## config.mk

```make
export PLATFORM = sky130hd
export DESIGN_NAME = ps2_mouse_decoder
export DESIGN_NICKNAME = d
export VERILOG_FILES = /design/src/rtl/ps2_mouse_pkg.sv /design/src/rtl/ps2_sat_accum.sv /design/src/rtl/ps2_mouse_decoder.sv
export SDC_FILE = /design/constraint.sdc
export NUM_CORES = 1
export LEC_CHECK = 0
export CELL_PAD_IN_SITES_DETAIL_PLACEMENT = 1
export CELL_PAD_IN_SITES_GLOBAL_PLACEMENT = 1
export CORE_UTILIZATION = 31
export CTS_CLUSTER_SIZE = 40
export DETAILED_ROUTE_END_ITERATION = 7
export MAX_ROUTING_LAYER = met4
export PLACE_DENSITY = 0.72
export SYNTH_ARGS = -nofsm -noshare
export SYNTH_HDL_FRONTEND = slang
export SYNTH_SLANG_ARGS = --single-unit
```

## constraint.sdc

```tcl
create_clock -name clk_25MHz -period 3.2 [get_ports clk_25MHz]
set_input_delay 0.96 -clock clk_25MHz [delete_from_list [all_inputs] [get_ports clk_25MHz]]
set_output_delay 0.96 -clock clk_25MHz [all_outputs]
set_load 0.03 [all_outputs]
```

## src/rtl/ps2_mouse_pkg.sv

```systemverilog
// Shared definitions for the PS/2 mouse decoder: FSM encoding, protocol bytes, byte0 layout.
// No logic of its own; imported by the decoder and its accumulator.
// Constants only, no flow control.
package ps2_mouse_pkg;

  // Decoder FSM: power-up handshake, enable-streaming handshake, packet byte slots, dead end
  typedef enum logic [3:0] {
    WAIT_BAT = 4'd0,
    WAIT_ID  = 4'd1,
    SEND_F4  = 4'd2,
    WAIT_ACK = 4'd3,
    B0       = 4'd4,
    B1       = 4'd5,
    B2       = 4'd6,
    B3       = 4'd7,
    FAIL     = 4'd8
  } ps2_state_t;

  // Host command and device responses
  localparam logic [7:0] CMD_ENABLE_STREAM = 8'hF4;
  localparam logic [7:0] RSP_ACK           = 8'hFA;
  localparam logic [7:0] RSP_RESEND        = 8'hFE;
  localparam logic [7:0] RSP_BAT_OK        = 8'hAA;
  localparam logic [7:0] RSP_DEV_ID        = 8'h00;

  // Bit positions inside the first packet byte
  localparam int B0_BTN_LSB   = 0;
  localparam int B0_BTN_MSB   = 2;
  localparam int B0_SYNC_BIT  = 3;
  localparam int B0_XSIGN_BIT = 4;
  localparam int B0_YSIGN_BIT = 5;
  localparam int B0_XOVF_BIT  = 6;
  localparam int B0_YOVF_BIT  = 7;

  // Sizes the shared timeout counter to the longest of the three limits
  function automatic int max3(input int a, input int b, input int c);
    int m;
    m = (a > b) ? a : b;
    return (m > c) ? m : c;
  endfunction

  // Joins a sign bit from byte0 with its 8-bit magnitude byte into a 9-bit two's complement delta
  function automatic logic [8:0] ps2_delta(input logic sign, input logic [7:0] mag);
    return {sign, mag};
  endfunction

endpackage

```

## src/rtl/ps2_sat_accum.sv

```systemverilog
// Saturating screen position: val <= clamp(val - delta, 0, MAX) on each enable.
// Latency: one clock from i_en to o_val.
// No backpressure; every enable is applied.
module ps2_sat_accum
  import ps2_mouse_pkg::*;
#(
  parameter int W   = 10,
  parameter int MAX = 479
) (
  input  logic         clk_25MHz,
  input  logic         reset,
  input  logic         i_en,
  input  logic [8:0]   i_delta,
  output logic [W-1:0] o_val
);

  // Two extra bits hold both the sign of the difference and a result above 2^W-1
  localparam int SW = W + 2;

  logic [W-1:0]          r_val;
  logic signed [SW-1:0]  w_cur;
  logic signed [SW-1:0]  w_del;
  logic signed [SW-1:0]  w_diff;
  logic [W-1:0]          w_next;

  assign w_cur  = $signed({2'b00, r_val});
  assign w_del  = SW'($signed(i_delta));
  assign w_diff = w_cur - w_del;

  // Clamp the signed difference into [0, MAX]
  always_comb begin
    w_next = r_val;
    if (w_diff < 0) begin
      w_next = '0;
    end else if (w_diff > SW'(MAX)) begin
      w_next = W'(MAX);
    end else begin
      w_next = w_diff[W-1:0];
    end
  end

  // Position register, starts mid-screen
  always_ff @(posedge clk_25MHz or posedge reset) begin
    if (reset) begin
      r_val <= W'(MAX / 2);
    end else if (i_en) begin
      r_val <= w_next;
    end
  end

  assign o_val = r_val;

endmodule

```

## src/rtl/ps2_mouse_decoder.sv

```systemverilog
// PS/2 mouse bring-up (BAT/ID, enable streaming with retries) and movement packet decoder.
// Latency: pkt_valid one clock after the final byte's rx_valid; y_pos one clock after pkt_valid.
// No backpressure on rx; the F4 command waits for tx_busy low before tx_write is pulsed.
module ps2_mouse_decoder
  import ps2_mouse_pkg::*;
#(
  parameter int PKT_BYTES  = 3,
  parameter int POS_W      = 10,
  parameter int POS_MAX    = 479,
  parameter int RETRY_MAX  = 3,
  parameter int ACK_TO_CYC = 250000,
  parameter int PKT_TO_CYC = 50000,
  parameter int BAT_TO_CYC = 12500000
) (
  input  logic             clk_25MHz,
  input  logic             reset,
  input  logic [7:0]       rx_byte,
  input  logic             rx_valid,
  input  logic             rx_err,
  output logic [7:0]       tx_byte,
  output logic             tx_write,
  input  logic             tx_busy,
  input  logic             tx_err,
  output logic             ready,
  output logic             init_fail,
  output logic             sync_err,
  output logic             pkt_valid,
  output logic [2:0]       buttons,
  output logic [8:0]       dx,
  output logic [8:0]       dy,
  output logic [3:0]       wheel,
  output logic [1:0]       ovf,
  output logic [POS_W-1:0] y_pos
);

  localparam bit WHEEL_EN = (PKT_BYTES == 4);
  localparam int TO_MAX   = max3(ACK_TO_CYC, PKT_TO_CYC, BAT_TO_CYC);
  localparam int TIMER_W  = $clog2(TO_MAX + 1);
  localparam int ATT_W    = (RETRY_MAX > 1) ? $clog2(RETRY_MAX + 1) : 1;

  ps2_state_t         r_state;
  ps2_state_t         w_state_nxt;
  logic [TIMER_W-1:0] r_timer;
  logic [ATT_W-1:0]   r_attempt;

  logic [7:0] r_b0;
  logic [7:0] r_b1;
  logic [7:0] r_b2;

  logic [7:0] r_tx_byte;
  logic       r_tx_write;
  logic       r_sync_err;
  logic       r_pkt_valid;
  logic [2:0] r_buttons;
  logic [8:0] r_dx;
  logic [8:0] r_dy;
  logic [3:0] r_wheel;
  logic [1:0] r_ovf;

  logic       w_accept;
  logic       w_timeout;
  logic       w_last_try;
  logic       w_tx_fire;
  logic       w_retry;
  logic       w_sync_err;
  logic       w_pkt_done;
  logic       w_cap_b0;
  logic       w_cap_b1;
  logic       w_cap_b2;
  logic [7:0] w_dy_mag;
  logic [3:0] w_wheel;
  logic       w_acc_en;
  logic       w_unused_sync;

  // A byte carrying a parity/framing error is never accepted, even with rx_valid
  assign w_accept   = rx_valid && !rx_err;
  assign w_last_try = (r_attempt == ATT_W'(RETRY_MAX - 1));

  // Select the limit that applies to the current state; states without a limit never expire
  always_comb begin
    w_timeout = 1'b0;
    case (r_state)
      WAIT_BAT, WAIT_ID: w_timeout = (r_timer == TIMER_W'(BAT_TO_CYC - 1));
      WAIT_ACK:          w_timeout = (r_timer == TIMER_W'(ACK_TO_CYC - 1));
      B1, B2, B3:        w_timeout = (r_timer == TIMER_W'(PKT_TO_CYC - 1));
      default:           w_timeout = 1'b0;
    endcase
  end

  // State register
  always_ff @(posedge clk_25MHz or posedge reset) begin
    if (reset) begin
      r_state <= WAIT_BAT;
    end else begin
      r_state <= w_state_nxt;
    end
  end

  // Next-state and strobe decode
  always_comb begin
    w_state_nxt = r_state;
    w_tx_fire   = 1'b0;
    w_retry     = 1'b0;
    w_sync_err  = 1'b0;
    w_pkt_done  = 1'b0;
    w_cap_b0    = 1'b0;
    w_cap_b1    = 1'b0;
    w_cap_b2    = 1'b0;
    case (r_state)
      WAIT_BAT: begin
        if (w_accept && rx_byte == RSP_BAT_OK) begin
          w_state_nxt = WAIT_ID;
        end else if (w_timeout) begin
          // No BAT seen: the mouse was already powered before we came out of reset
          w_state_nxt = SEND_F4;
        end
      end
      WAIT_ID: begin
        if ((w_accept && rx_byte == RSP_DEV_ID) || w_timeout) begin
          w_state_nxt = SEND_F4;
        end
      end
      SEND_F4: begin
        if (!tx_busy) begin
          w_tx_fire   = 1'b1;
          w_state_nxt = WAIT_ACK;
        end
      end
      WAIT_ACK: begin
        if (w_accept && rx_byte == RSP_ACK) begin
          w_state_nxt = B0;
        end else if (tx_err || rx_err || rx_valid || w_timeout) begin
          // Resend (0xFE), garbage, errors and silence all count as a failed attempt
          if (w_last_try) begin
            w_state_nxt = FAIL;
          end else begin
            w_retry     = 1'b1;
            w_state_nxt = SEND_F4;
          end
        end
      end
      B0: begin
        if (w_accept) begin
          if (rx_byte[B0_SYNC_BIT]) begin
            w_cap_b0    = 1'b1;
            w_state_nxt = B1;
          end else begin
            w_sync_err = 1'b1;
          end
        end
      end
      B1: begin
        if (rx_err || (!rx_valid && w_timeout)) begin
          w_sync_err  = 1'b1;
          w_state_nxt = B0;
        end else if (rx_valid) begin
          w_cap_b1    = 1'b1;
          w_state_nxt = B2;
        end
      end
      B2: begin
        if (rx_err || (!rx_valid && w_timeout)) begin
          w_sync_err  = 1'b1;
          w_state_nxt = B0;
        end else if (rx_valid) begin
          if (WHEEL_EN) begin
            w_cap_b2    = 1'b1;
            w_state_nxt = B3;
          end else begin
            w_pkt_done  = 1'b1;
            w_state_nxt = B0;
          end
        end
      end
      B3: begin
        if (rx_err || (!rx_valid && w_timeout)) begin
          w_sync_err  = 1'b1;
          w_state_nxt = B0;
        end else if (rx_valid) begin
          w_pkt_done  = 1'b1;
          w_state_nxt = B0;
        end
      end
      FAIL: begin
        w_state_nxt = FAIL;
      end
      default: begin
        w_state_nxt = WAIT_BAT;
      end
    endcase
  end

  // One timer serves every state; it restarts on any state change or accepted byte and saturates
  always_ff @(posedge clk_25MHz or posedge reset) begin
    if (reset) begin
      r_timer <= '0;
    end else if (w_state_nxt != r_state || w_accept) begin
      r_timer <= '0;
    end else if (r_timer != {TIMER_W{1'b1}}) begin
      r_timer <= r_timer + 1'b1;
    end
  end

  // Count failed enable attempts
  always_ff @(posedge clk_25MHz or posedge reset) begin
    if (reset) begin
      r_attempt <= '0;
    end else if (w_retry) begin
      r_attempt <= r_attempt + 1'b1;
    end
  end

  // The last byte is taken straight from rx_byte so the fields land the cycle after it arrives
  assign w_dy_mag = WHEEL_EN ? r_b2 : rx_byte;
  assign w_wheel  = WHEEL_EN ? rx_byte[3:0] : 4'h0;

  // Packet byte capture, decoded fields and output strobes
  always_ff @(posedge clk_25MHz or posedge reset) begin
    if (reset) begin
      r_b0        <= 8'h00;
      r_b1        <= 8'h00;
      r_b2        <= 8'h00;
      r_tx_byte   <= 8'h00;
      r_tx_write  <= 1'b0;
      r_sync_err  <= 1'b0;
      r_pkt_valid <= 1'b0;
      r_buttons   <= 3'b000;
      r_dx        <= 9'h000;
      r_dy        <= 9'h000;
      r_wheel     <= 4'h0;
      r_ovf       <= 2'b00;
    end else begin
      r_tx_write  <= w_tx_fire;
      r_sync_err  <= w_sync_err;
      r_pkt_valid <= w_pkt_done;
      if (w_tx_fire) begin
        r_tx_byte <= CMD_ENABLE_STREAM;
      end
      if (w_cap_b0) begin
        r_b0 <= rx_byte;
      end
      if (w_cap_b1) begin
        r_b1 <= rx_byte;
      end
      if (w_cap_b2) begin
        r_b2 <= rx_byte;
      end
      if (w_pkt_done) begin
        r_buttons <= r_b0[B0_BTN_MSB:B0_BTN_LSB];
        r_dx      <= ps2_delta(r_b0[B0_XSIGN_BIT], r_b1);
        r_dy      <= ps2_delta(r_b0[B0_YSIGN_BIT], w_dy_mag);
        r_wheel   <= w_wheel;
        r_ovf     <= {r_b0[B0_YOVF_BIT], r_b0[B0_XOVF_BIT]};
      end
    end
  end

  // Sync bit is only checked on arrival, the stored copy is never needed
  assign w_unused_sync = r_b0[B0_SYNC_BIT];

  // A Y overflow makes the delta meaningless, so the position is left alone
  assign w_acc_en = r_pkt_valid && !r_ovf[1];

  ps2_sat_accum #(
    .W   (POS_W),
    .MAX (POS_MAX)
  ) u_y_accum (
    .clk_25MHz (clk_25MHz),
    .reset     (reset),
    .i_en      (w_acc_en),
    .i_delta   (r_dy),
    .o_val     (y_pos)
  );

  assign tx_byte   = r_tx_byte;
  assign tx_write  = r_tx_write;
  assign ready     = (r_state inside {B0, B1, B2, B3});
  assign init_fail = (r_state == FAIL);
  assign sync_err  = r_sync_err;
  assign pkt_valid = r_pkt_valid;
  assign buttons   = r_buttons;
  assign dx        = r_dx;
  assign dy        = r_dy;
  assign wheel     = r_wheel;
  assign ovf       = r_ovf;

endmodule

```

==> impl_metrics.toml <==
[logic_synthesis]
syn-cell-area_sq_um = 4530
synthArstFlopShare_pct = 100
ys_seq_area_share_pct = 45.4
synth_edf_count = 0
post_synth_num_cell_types = 64
synthCells = 469
synth_xor_area_share_pct = 5.16
synthMuxAreaShare_pct = 6.40
yosys.area_share.simple_pct = 21.2
synth_compound_area_share_pct = 12.4
synth_top_family_by_area = "simple AND/OR/NAND/NOR gates"
ys_ff_latch = 82
ys.flop_type = "dfrtp_1"
synthAdderAreaFrac_pct = 4.03
postSynthAreaPerCell_sq_um = 9.67
yosys_warnings = 0

[worst_setup_path]
cp_max_fo = 4
ff2ff_path_depth = 12
required_ns = 3.47
endpoint_kind = "flip-flop"
worstPathArrival_ns = 3.34
startpoint_type = "flip-flop"
path_class = "flip-flop to flip-flop"

[detailed_routing]
avgRoutedWirePerCell_microns = 17.0
via_count = 3864
wirelength_mm = 12.7
dr.pass1.iters = 4
postRouteAntennaNets = 0
vias_per_cell = 5.18
drt_iter0_markers = 201
drc = 0

[clock_network]
cts_tree = "yes"
cts.reportedPaths.clkPinSlew_ns = 0.07
cts_sinks = 82
htreeDepth = 3
cts_root_buffer = "clkbuf_16"
cts_max_path_buffers = 2
cts_buffers = 9
clk_latency_ns = 0.35

[pwr]
p_sw_mw = 1.26
switching_share_pct = 34.6
combinationalPowerShare_pct = 34.1
p_int_mw = 2.39
leakagePower_nw = 2.53
pwr-share-seq_pct = 35.5
power.density_nw_per_um2 = 617
power_mw = 3.65
p_clk_share_pct = 30.5
ir_drop_uv = 283

[die]
initial_core_util_pct = 32.2
die_h_microns = 123
rows = 43
core_sq_um = 14100
ios = 64
fp.dieW_microns = 123
dieArea_sq_um = 15100

[sta]
fmax_ghz = 0.326
fin_crit_ns = 3.07
worstMarginPinSlew_ns = 0.798
hold_viol_final = 0
slew_violations = 0
clock_skew_ns = 0.00860
hold_slack_ns = 0.475
setup_tns_ns = 0
setup_viol = 0
timing.final.ws_setup_ns = 0.131
max_slew_margin_pct = 46.8
post-route-period-util_pct = 95.9
rsz0062_at_grt = "true"

[hold_path]
hold_path_class = "flip-flop to flip-flop"
hold_depth = 2

[place]
port-buffer-count = 56
pre_cts_ws_ns = -0.362
gp_congestion = 0.914
dp.cells = 728
place_area_sq_um = 5530
dpl.hpwl_mm = 9.43

[finish]
design_area_sq_um = 5920
insertedDiodeCount = 0
drive_gt1_share_pct = 20.1
postLayoutCoreUtil_pct = 42.0
num-nets-final = 589
fillCellCount = 1622
finalNonFillerCells = 746
multi_input_area_sq_um = 2310
syn_to_final_growth_pct = 30.5
register_area_sq_um = 2060

[global_routing]
antenna_found_initial = 0
grt_max_degree = 38
grt_pass1_vias = 4134
overflow = 0
grt_use_total_pct = 18.6
grt_pass1_wl_mm = 20.9

[run_status]
run_status = "finished, final reports clean"

[flow_run]
maxCapViolations = 0
## power by group through the flow
stage | registers [mW] | clock network [mW] | logic [mW]
floorplan | 1.43 | 0 | 0.576
global route | 1.31 | 1.18 | 1.35
global placement | 1.30 | 0 | 1.14
finish | 1.30 | 1.11 | 1.24
detailed placement | 1.31 | 0 | 1.17
CTS | 1.30 | 1.14 | 1.23
## metal layers
metal	routed length (microns)	up-vias	GRT usage [%]	part of all wire (%)
li1	-	1828	-	-
met1	5710	1949	21.9	45
met2	6420	69	32.1	51
met3	408	18	3.32	3.2
met4	136	0	5.87	1.1
met5	0	-	-	0
## layout by cell type, fill, tap and decap left out, drive strengths merged, types with 4 or more instances in the layout
cell / synthesis / layout
or4: 5 / 5
clkbuf: 9 / 9
o21a: 6 / 6
xnor2: 12 / 12
nor2b: 8 / 8
nor2: 42 / 42
nand4: 10 / 10
nand3: 16 / 16
dfstp: 7 / 7
nor3: 13 / 13
ha: 13 / 13
o21ai: 7 / 7
mux2: 24 / 24
dfrtp: 75 / 75
nand2: 66 / 66
clkdlybuf4s50: 0 / 55
xor2: 13 / 13
nand2b: 4 / 4
or2: 4 / 4
and4: 4 / 4
a31oi: 9 / 9
conb: 1 / 7
nor4: 4 / 4
buf: 17 / 45
a41oi: 4 / 4
a21oi: 22 / 22
inv: 21 / 25
## Yosys cell counts, types with 4 or more instances
master     n  area (sq um)
dfrtp_1   75          1880
nand2_1   66           248
nor2_1    42           158
mux2_2    24           270
a21oi_1   22           110
inv_1     21          78.8
nand3_1   16          80.1
buf_4     14           105
ha_1      13           163
nor3_1    13          65.1
xor2_1    13           114
xnor2_1   10          87.6
a31oi_1    9          56.3
clkbuf_1   9          33.8
nand4_1    9          56.3
nor2b_1    8          50.1
dfstp_2    7           184
o21ai_0    7          35.0
o21a_1     6          45.0
or4_1      5          37.5
a41oi_1    4          35.0
nand2b_1   4          25.0
nor4_1     4          25.0
## worst max-delay path, cell delays in order (launching register included)
cell and delay (ns):
dfstp_2 0.53, inv_1 0.04, ha_2 0.18, fa_2 0.38
nor2b_2 0.13, o2111a_1 0.20, or2_1 0.12, nor3_1 0.06
or4_4 0.50, o32ai_4 0.29, a31oi_2 0.15, buf_4 0.19
a41oi_1 0.21
## final timing paths
path | end | start | slack (ns)
worst min register to register | buttons[1]$_DFFE_PP0P_ | r_b0[1]$_DFFE_PP0P_ | 0.47
worst max-delay path | u_y_accum.o_val[0]$_DFFE_PP1P_ | u_y_accum.o_val[0]$_DFFE_PP1P_ | 0.13
worst min-delay path | buttons[1]$_DFFE_PP0P_ | r_b0[1]$_DFFE_PP0P_ | 0.47
worst max register to register | u_y_accum.o_val[0]$_DFFE_PP1P_ | u_y_accum.o_val[0]$_DFFE_PP1P_ | 0.13
min in group asynchronous | r_b0[2]$_DFFE_PP0P_ | reset | 0.95
max in group asynchronous | u_y_accum.o_val[7]$_DFFE_PP1P_ | reset | 1.55
## kinds of logic after synthesis
logic type,after synthesis
DFF,82
adders and majority gates,14
and+or+nand+nor,193
buffers and inverters,48
muxes,26
xor gates and xnor gates,25
other,1
AOI/OAI and AO/OA,80
## timing repair
item,in CTS,in global routing
pin swaps,2,4
endpoints found under the setup margin,7,34
gates resized for setup,6,7
buffers inserted,1,1
hold buffers,0,0
## flip-flops by register name (all words and copies together) (netlist names)
signal           cells
dy                   9
ovf                  2
tx_byte              1
r_timer             24
r_state              4
r_b0                 7
buttons              3
r_b1                 8
sync_err             1
dx                   9
u_y_accum.o_val     10
pkt_valid            1
r_attempt            2
tx_write             1
## final cells by class
| cell class | count | area share, % |
|---|---|---|
| inverters | 22 | 1.42 |
| clock inverters | 7 | 1.52 |
| clock buffers | 9 | 3.80 |
| well taps | 180 | 3.80 |
| repair buffers | 101 | 15.6 |
| flip-flops and latches | 82 | 34.8 |
| multi-input cells | 345 | 39.0 |
(Power assumes the default switching activity.)
